[src/rtl/bus_arbiter.sv]
// Round-robin owner of the internal wishbone bus: grants whole cyc-high cycles to one master at a time.
// Optional stuck-slave timeout is compiled in with `define BUS_ARBITER_TIMEOUT_EN.
module bus_arbiter #(
  parameter int NUM_MASTERS    = 2,
  parameter int ADDR_WIDTH     = 16,
  parameter int DATA_WIDTH     = 8,
  parameter int TIMEOUT_CYCLES = 1024
) (
  input  logic                                   clk,
  input  logic                                   rst,
  input  logic [NUM_MASTERS-1:0]                 m_wb_cyc_i,
  input  logic [NUM_MASTERS-1:0]                 m_wb_stb_i,
  input  logic [NUM_MASTERS-1:0]                 m_wb_we_i,
  input  logic [NUM_MASTERS-1:0][ADDR_WIDTH-1:0] m_wb_adr_i,
  input  logic [NUM_MASTERS-1:0][DATA_WIDTH-1:0] m_wb_dat_i,
  output logic [DATA_WIDTH-1:0]                  m_wb_dat_o,
  output logic [NUM_MASTERS-1:0]                 m_wb_ack_o,
  output logic                                   wb_cyc_o,
  output logic                                   wb_stb_o,
  output logic                                   wb_we_o,
  output logic [ADDR_WIDTH-1:0]                  wb_adr_o,
  output logic [DATA_WIDTH-1:0]                  wb_dat_o,
  input  logic [DATA_WIDTH-1:0]                  wb_dat_i,
  input  logic                                   wb_ack_i,
  output logic [NUM_MASTERS-1:0]                 grant,
  output logic                                   timeout_flag
);

  localparam int IW = (NUM_MASTERS > 1) ? $clog2(NUM_MASTERS) : 1;

  typedef enum logic {IDLE, OWNED} state_t;

  state_t        state;
  logic [IW-1:0] owner;      // current owner while OWNED, previous owner while IDLE
  logic [IW-1:0] nxt_owner;
  logic [IW-1:0] cand;
  logic          nxt_found;
  logic          owned;
  logic          stb_sel;
  logic          to_hit;

  assign owned   = (state == OWNED);
  assign stb_sel = owned & m_wb_stb_i[owner];

  // Scan downward so the last hit is the first requester after owner.
  always_comb begin
    nxt_found = 1'b0;
    nxt_owner = owner;
    cand      = owner;
    for (int i = NUM_MASTERS; i >= 1; i--) begin
      cand = IW'((int'(owner) + i) % NUM_MASTERS);
      if (m_wb_cyc_i[cand]) begin
        nxt_found = 1'b1;
        nxt_owner = cand;
      end
    end
  end

  always_ff @(posedge clk or posedge rst) begin
    if (rst) begin
      state <= IDLE;
      owner <= IW'(NUM_MASTERS - 1);
      grant <= '0;
    end else begin
      case (state)
        IDLE: if (nxt_found) begin
          state <= OWNED;
          owner <= nxt_owner;
          grant <= NUM_MASTERS'(1) << nxt_owner;
        end
        OWNED: if (!m_wb_cyc_i[owner]) begin
          state <= IDLE;
          grant <= '0;
        end
        default: state <= IDLE;
      endcase
    end
  end

  assign wb_cyc_o   = owned & m_wb_cyc_i[owner] & ~to_hit;
  assign wb_stb_o   = stb_sel & ~to_hit;
  assign wb_we_o    = owned & m_wb_we_i[owner];
  assign wb_adr_o   = owned ? m_wb_adr_i[owner] : '0;
  assign wb_dat_o   = owned ? m_wb_dat_i[owner] : '0;
  assign m_wb_ack_o = (owned && (wb_ack_i || to_hit)) ? grant : '0;
  assign m_wb_dat_o = !owned ? '0 : (to_hit ? '1 : wb_dat_i);

`ifdef BUS_ARBITER_TIMEOUT_EN
  localparam int CW = (TIMEOUT_CYCLES > 1) ? $clog2(TIMEOUT_CYCLES) : 1;

  logic [CW-1:0] to_cnt;

  // A genuine ack in the terminal cycle takes priority over the synthetic one.
  assign to_hit = stb_sel & ~wb_ack_i & (to_cnt == CW'(TIMEOUT_CYCLES - 1));

  always_ff @(posedge clk or posedge rst) begin
    if (rst) begin
      to_cnt       <= '0;
      timeout_flag <= 1'b0;
    end else begin
      if (!stb_sel || wb_ack_i || to_hit) to_cnt <= '0;
      else                                to_cnt <= to_cnt + CW'(1);
      if (to_hit) timeout_flag <= 1'b1;
    end
  end
`else
  logic unused_timeout;
  assign unused_timeout = ^TIMEOUT_CYCLES;
  assign to_hit         = 1'b0;
  assign timeout_flag   = 1'b0;
`endif

endmodule
[config.mk]
export PLATFORM = sky130hd
export DESIGN_NAME = bus_arbiter
export DESIGN_NICKNAME = d
export VERILOG_FILES = /design/src/rtl/bus_arbiter.sv
export SDC_FILE = /design/constraint.sdc
export NUM_CORES = 1
export LEC_CHECK = 0
export ABC_AREA = 1
export ABC_CLOCK_PERIOD_IN_PS = 1200
export BUFFER_PORTS_ARGS = -buffer_cell sky130_fd_sc_hd__buf_2
export CORE_MARGIN = 2
export CORE_UTILIZATION = 29
export CTS_CLUSTER_SIZE = 25
export DETAILED_ROUTE_END_ITERATION = 10
export MAX_ROUTING_LAYER = met4
export PLACE_DENSITY = 0.8
export SLEW_MARGIN = 15
export SYNTH_ARGS = -nofsm -noshare
export SYNTH_HDL_FRONTEND = slang
export SYNTH_SLANG_ARGS = --single-unit
[constraint.sdc]
create_clock -name clk -period 1.2 [get_ports clk]
set_input_delay 0.12 -clock clk [delete_from_list [all_inputs] [get_ports clk]]
set_output_delay 0.12 -clock clk [all_outputs]
set_load 0.1 [all_outputs]
==> results.yml, run 1 <==
synth:
  ys_seq_area_share_pct: 14.54
  yosysTopAreaCellShare_pct: 24.78
  syn_avg_cell_area_sq_um: 5.320
  yosys_warnings: 0
  yosysTopAreaCell: "nor2_1"
  ys_seq_elements: 4
  synth_area_leaders: "nor2_1 (25%), o21ai_0 (20%), dfrtp_1 (11%), nand2_1 (8.1%), nor2_2 (6.3%)"
  synthCells: 131
  synth_nets: 196
  ys_types: 17
  synth_area_sq_um: 696.9
clock_tree:
  cts_setup_buffers: 5
  cts_sinks: 4
  h-tree-depth: 1
  cts_hold_buf: 1
  cts_buffer_depth: 2
  cts_resized: 29
  root_buffer: "clkbuf_4"
  numCtsBuffers: 3
floorplanning:
  ios: 105
  die_h_um: 53.02
  rows: 17
  start_util_pct: 31.20
  die_w_um: 53.02
outcome:
  stop_error: "[ERROR DPL-0038] Utilization greater than 100%, impossible to legalize"
  stop_stage: "clock tree synthesis"
  outcome: "stopped before the end"
placed_design:
  dp_cells: 258
  hpwl_um: 3821
  place_ws_ns: -0.1996
  io_buffer_count: 103
  place.gp.congestion: 0.7480
## stage by stage
step	hold WS [ns]	cell area, sq um
floorplan	-0.1146	1028
detailed placement	0.01008	2137
global placement	0.004537	2137
## Yosys cell counts
cell type  count
inv_1         11
o21ai_0       28
nor2_2         7
and2_4         1
buf_2          2
buf_4          3
nand3_1        4
and3_1         2
nor2_1        46
nand2_1       15
buf_6          3
inv_8          1
dfstp_2        1
o21ai_2        1
dfrtp_1        3
clkbuf_2       2
conb_1         1
## cells by family after synthesis
| group | after synthesis | synth area share [%] |
|---|---|---|
| AO/OA/AOI/OAI | 29 | 21.36 |
| other | 1 | 0.5381 |
| AND/OR/NAND/NOR | 75 | 45.06 |
| buffers and inverters | 22 | 18.49 |
| flip-flops | 4 | 14.54 |
==> run 2: changes to the inputs <==
--- a/config.mk
+++ b/config.mk
@@ -8,12 +8,10 @@
 export ABC_AREA = 1
 export ABC_CLOCK_PERIOD_IN_PS = 1200
 export BUFFER_PORTS_ARGS = -buffer_cell sky130_fd_sc_hd__buf_2
-export CORE_MARGIN = 2
-export CORE_UTILIZATION = 29
-export CTS_CLUSTER_SIZE = 25
+export CORE_AREA = 2 2 63 65
 export DETAILED_ROUTE_END_ITERATION = 10
-export MAX_ROUTING_LAYER = met4
-export PLACE_DENSITY = 0.8
+export DIE_AREA = 0 0 65 67
+export PLACE_DENSITY_LB_ADDON = 0.15
 export SLEW_MARGIN = 15
 export SYNTH_ARGS = -nofsm -noshare
 export SYNTH_HDL_FRONTEND = slang
==> run 2 against run 1 <==
  * The flow now finishes, with violations (negative setup slack)
  * Synthesized area stayed put
  * Synthesized cell count stayed put
==> results.yml, run 2 <==
finish:
  largest_reg_flops: 2
  area_growth_pct: 253.3
  drive_gt1_share_pct: 81.38
  instances_no_fill: 295
  largest_register: "grant"
  nets: 313
  final_cell_mix: "buf_2 (64), buf_12 (42), nor2_4 (27)"
  diodes: 0
  layout_commonest_cell: "buf_2"
timing:
  slew_viol_final: 0
  fin_crit_sh_pct: 131.2
  rsz0062_at_grt: "yes"
  finClkSkew_ns: 0.004363
  max_freq_mhz: 635.2
  period_needed_ns: 1.574
  fin_ws_ns: -0.3742
  setup_viol: 40
  hold_violations: 0
synth:
  yosysMostFrequentCell: "nor2_1"
  synth_area_sq_um: 696.9
  yosys_warnings: 0
  ys_seq_elements: 4
  ys_seq_area_share_pct: 14.54
  yosysTopAreaCell: "nor2_1"
  synth_common_cells: "nor2_1 (46), o21ai_0 (28), nand2_1 (15)"
  async_flop_share_pct: 100.0
  synth_nets: 196
  synthCells: 131
  synth_area_leaders: "nor2_1 (25%), o21ai_0 (20%), dfrtp_1 (11%), nand2_1 (8.1%), nor2_2 (6.3%)"
  syn_avg_cell_area_sq_um: 5.320
  yosysTopAreaCellShare_pct: 24.78
  synth_edf_count: 0
  ys_types: 17
  synth_ff_type: "dfrtp_1"
routing:
  drt_iter0_markers: 26
  routed_wl_um: 3725
  first_pass_iters: 4
  drc: 0
  vias: 1255
  postRouteAntennaNets: 0
  vias_per_cell: 4.254
  wl_per_cell_um: 12.63
floorplanning:
  fp.dieArea_sq_mm: 0.004355
  ios: 105
  rows: 22
  die_w_um: 65
  coreArea_sq_mm: 0.003606
  die_h_um: 67
  start_util_pct: 19.33
worst_setup_path:
  worst_ep_arrival_time_ns: 1.45
  crit_slowest_cell: "dfstp_2"
  start_kind: "flip-flop"
  crit_chain: "buf_6, inv_8, nand2_1, and2_4, nor2_4, buf_12"
  endpoint_kind: "output port"
  crit_buf_inv: 3
  slowest_delay_ns: 0.55
  crit_fanout: 28
  regToRegSetupSlack_ns: -0.02
  critical_path.top_delay_family: "flip-flops"
  path_class: "flip-flop to output port"
  worstPathRequired_ns: 1.08
outcome:
  violations: "negative setup slack"
  outcome: "complete, but fails checks"
clock_tree:
  h-tree-depth: 1
  cts_tree: "done"
  cts_buffer_depth: 2
  cts_sinks: 4
  numCtsBuffers: 3
  root_buffer: "clkbuf_8"
  clk_pin_slew_ns: 0.04
  clock_latency_ns: 0.22
placed_design:
  place.gp.congestion: 0.6897
  hpwl_um: 2838
  io_buffer_count: 103
  dp_cells: 281
global_route:
  grt_remaining_overflow: 0
  grtUsageTotal_pct: 17.31
  grt_pass1_wl_um: 5934
  antenna_found_initial: 0
  grt_start_max_net_pins: 29
  grt_pass1_vias: 1237
flow_run:
  cap_violations: 0
hold_path:
  hp-class: "input pin to flip-flop"
-- run 2: path summary, 6_finish.rpt --
| check | start | to | cells after the start |
|---|---|---|---|
| hold / removal | m_wb_cyc_i[0] | owned | 3 |
| min in group asynchronous | rst | grant[0] | 3 |
| setup / recovery | owner | wb_cyc_o | 6 |
| max in group asynchronous | rst | owner | 3 |
| hold reg to reg | grant[1] | grant[1] | 2 |
| setup reg to reg | owner | owned | 5 |
-- run 2: kinds of logic after synthesis --
family,count (synthesis),share of synthesized area [%]
and+or+nand+nor,75,45.06
AOI/OAI and AO/OA,29,21.36
buffers and inverters,22,18.49
DFF,4,14.54
other,1,0.5381
-- run 2: cell type report --
cell class	count	area (sq um)
clock buffer	4	45.04
fill	291	1144
inverter	12	82.58
multi-input combinational	105	802.0
sequential	4	110.1
tap	48	60.06
timing repair buffer	122	1363
-- run 2: through the flow --
stage / hold WS (ns) / setup slack (ns) / util, % / cell area [sq um] / TNS, ns
global placement: 0.0009348 / -0.1772 / 60.24 / 2172 / -4.052
detailed placement: 0.005054 / -0.1974 / 60.24 / 2172 / -4.517
global route: 0.2256 / -0.4331 / 68.29 / 2462 / -12.93
finish: 0.2045 / -0.3742 / 68.29 / 2462 / -10.96
CTS: 0.2079 / -0.3641 / 66.79 / 2409 / -10.77
floorplan: -0.1146 / -0.2584 / - / 1028 / -6.265
-- run 2: worst reg2reg max path, stage by stage (launching register included) --
cell and delay [ns]:
dfstp_2 0.55, buf_6 0.15, inv_8 0.09, nand2_1 0.09, and2_4 0.16, nand2_1 0.06
-- run 2: routing by layer --
layer  global-route usage [%]  share of wire [%]
met2                    31.44                 54
met5                        0                  0
met1                    20.56                 37
met4                    4.787               0.32
met3                    3.378                7.8
-- run 2: timing repair --
| item | 4_1_cts | 5_1_grt |
|---|---|---|
| buffers inserted | 5 | 1 |
| hold buffers | 1 | 0 |
| gates resized for setup | 35 | 9 |
| endpoints found under the hold margin | 4 | 0 |
| gates cloned | 3 | 1 |
| setup endpoints to repair | 38 | 40 |
| pin swaps | 19 | 1 |
Power of run 2 is not shown: default switching activity piles up to over one toggle a cycle in this logic, so the estimate is an artifact.
==> run 3: changes to the inputs <==
--- a/config.mk
+++ b/config.mk
@@ -9,6 +9,7 @@
 export ABC_CLOCK_PERIOD_IN_PS = 1200
 export BUFFER_PORTS_ARGS = -buffer_cell sky130_fd_sc_hd__buf_2
 export CORE_AREA = 2 2 63 65
+export CTS_BUF_LIST = sky130_fd_sc_hd__clkbuf_2 sky130_fd_sc_hd__clkbuf_4 sky130_fd_sc_hd__clkbuf_8
 export DETAILED_ROUTE_END_ITERATION = 10
 export DIE_AREA = 0 0 65 67
 export PLACE_DENSITY_LB_ADDON = 0.15
@@ -16,3 +17,4 @@
 export SYNTH_ARGS = -nofsm -noshare
 export SYNTH_HDL_FRONTEND = slang
 export SYNTH_SLANG_ARGS = --single-unit
+export TNS_END_PERCENT = 10
==> run 3 against run 2 <==
  * Final area fell by 12%
  * Count of clock-buffer cells in the layout did not move
  * Fmax rose by 0.28%
  * Non-clock buffer count fell by 13
  * Register-to-register slack improved by 0.03 ns
  * Highest routed layer unchanged
  * Critical path type unchanged
  * Worst hold slack got worse by 0.013 ns
  * Routed wire length fell by 11%
  * Via count fell by 3.7%
  * The run still ends with negative setup slack left
==> results.yml, run 3 (synthesis results as in run 2) <==
floorplanning:
  rows: 22
  fp.dieArea_sq_mm: 0.004355
  start_util_pct: 19.33
  ios: 105
  die_h_um: 67
  die_w_um: 65
  coreArea_sq_mm: 0.003606
clock_tree:
  cts_sinks: 4
  cts_setup_buffers: 0
  cts_buffer_depth: 2
  clk_pin_slew_ns: 0.03
  clock_latency_ns: 0.23
  root_buffer: "clkbuf_8"
  h-tree-depth: 1
  cts_tree: "done"
  numCtsBuffers: 3
placed_design:
  hpwl_um: 2690
  placed_area_sq_mm: 0.002052
  io_buffer_count: 103
  place.gp.congestion: 0.7432
routing:
  postRouteAntennaNets: 0
  vias_per_cell: 4.287
  wl_per_cell_um: 11.72
  first_pass_iters: 4
  drt_iter0_markers: 41
  routed_wl_um: 3305
  drc: 0
  vias: 1209
finish:
  layout_commonest_cell: "buf_2"
  diodes: 0
  drive_gt1_share_pct: 76.92
  nets: 300
  largest_reg_flops: 2
  final_cell_mix: "buf_2 (64), buf_12 (41), nor2_4 (27)"
  area_growth_pct: 211.1
  stdcell_area_sq_mm: 0.002168
  largest_register: "grant"
timing:
  fin_ws_ns: -0.3699
  finClkSkew_ns: 0.0001759
  whs_ns: 0.1911
  setup_viol: 37
  hold_violations: 0
  period_needed_ns: 1.570
  rsz0062_at_grt: "yes"
  max_freq_mhz: 637.0
  fin_crit_sh_pct: 130.8
  slew_viol_final: 0
  fin_setup_tns_ns: -9.230
worst_setup_path:
  start_kind: "flip-flop"
  worst_ep_arrival_time_ns: 1.45
  worstPathRequired_ns: 1.08
  path_class: "flip-flop to output port"
  endpoint_kind: "output port"
  crit_fanout: 28
global_route:
  grtUsageTotal_pct: 15.49
  grt_pass1_wl_um: 5257
  antenna_found_initial: 0
  grt_pass1_vias: 1145
  grt_remaining_overflow: 0
  grt_start_max_net_pins: 33
flow_run:
  cap_violations: 0
hold_path:
  hp-class: "input pin to flip-flop"
outcome:
  outcome: "complete, but fails checks"
  violations: "negative setup slack"
[run 3: cell count changes in the layout (fill, tap and decap cells not counted), moves of 2 or more]
cell	delta
nor2_1	-9
clkinvlp_4	-8
nor2_2	+9
nand2_2	+8
dfrtp_4	-2
buf_6	-9
nand2_4	-8
o21ai_2	-16
inv_2	+7
o21ai_0	+20
o21ai_1	-4
[run 3: worst paths after layout]
kind / slack, ns / start / to / depth (start not counted)
max in group asynchronous: 0.66 / rst / owner / 3
hold reg to reg: 0.56 / grant[1] / grant[1] / 2
setup reg to reg: 0.01 / owner / owned / 5
hold / removal: 0.19 / m_wb_cyc_i[0] / owned / 3
setup / recovery: -0.37 / owner / wb_cyc_o / 6
min in group asynchronous: 0.32 / rst / owned / 3
[run 3: timing repair]
| item | 4_1_cts | 5_1_grt |
|---|---|---|
| pin swaps | 0 | 1 |
| hold buffers | 1 | 0 |
| gates cloned | 0 | 0 |
| gates resized for setup | 15 | 18 |
| endpoints found under the setup margin | 40 | 40 |
| hold endpoints to repair | 4 | 0 |
[run 3: layer usage]
metal  share of wire, %  global-route usage, %  vias up  routed length, um
met3                 10                  3.716        5                343
met2                 53                  28.09       65               1757
li1                   -                      -      613                  -
met4                1.5                  6.383        0                 50
met1                 35                  17.22      526               1154
met5                  0                      0        -                  0
[run 3: final cells by class]
cell class              count  area [sq um]
clock buffers               4         48.80
multi-input cells         105         724.4
inverters                  12         57.56
flip-flops and latches      4         103.9
repair buffers            109          1174
well taps                  48         60.06
fillers                   329          1438
[run 3: through the flow]
| stage | setup slack, ns | cells | utilization [%] |
|---|---|---|---|
| 6_report | -0.3699 | 282 | 60.13 |
| 5_1_grt | -0.4322 | 282 | 60.13 |
| 4_1_cts | -0.3757 | 282 | 59.16 |
| 3_5_place_dp | -0.1708 | 277 | 56.90 |
| 3_3_place_gp | -0.1455 | 277 | 56.90 |
| 2_1_floorplan | -0.2591 | 131 | - |
[run 3: critical path, stage by stage (launching register included)]
cell and delay (ns):
dfstp_2 0.55, buf_12 0.15, inv_12 0.08, nand2_2 0.07
and2_4 0.16, nor2_4 0.04, buf_12 0.16
Power of run 3 is left out for the same reason.
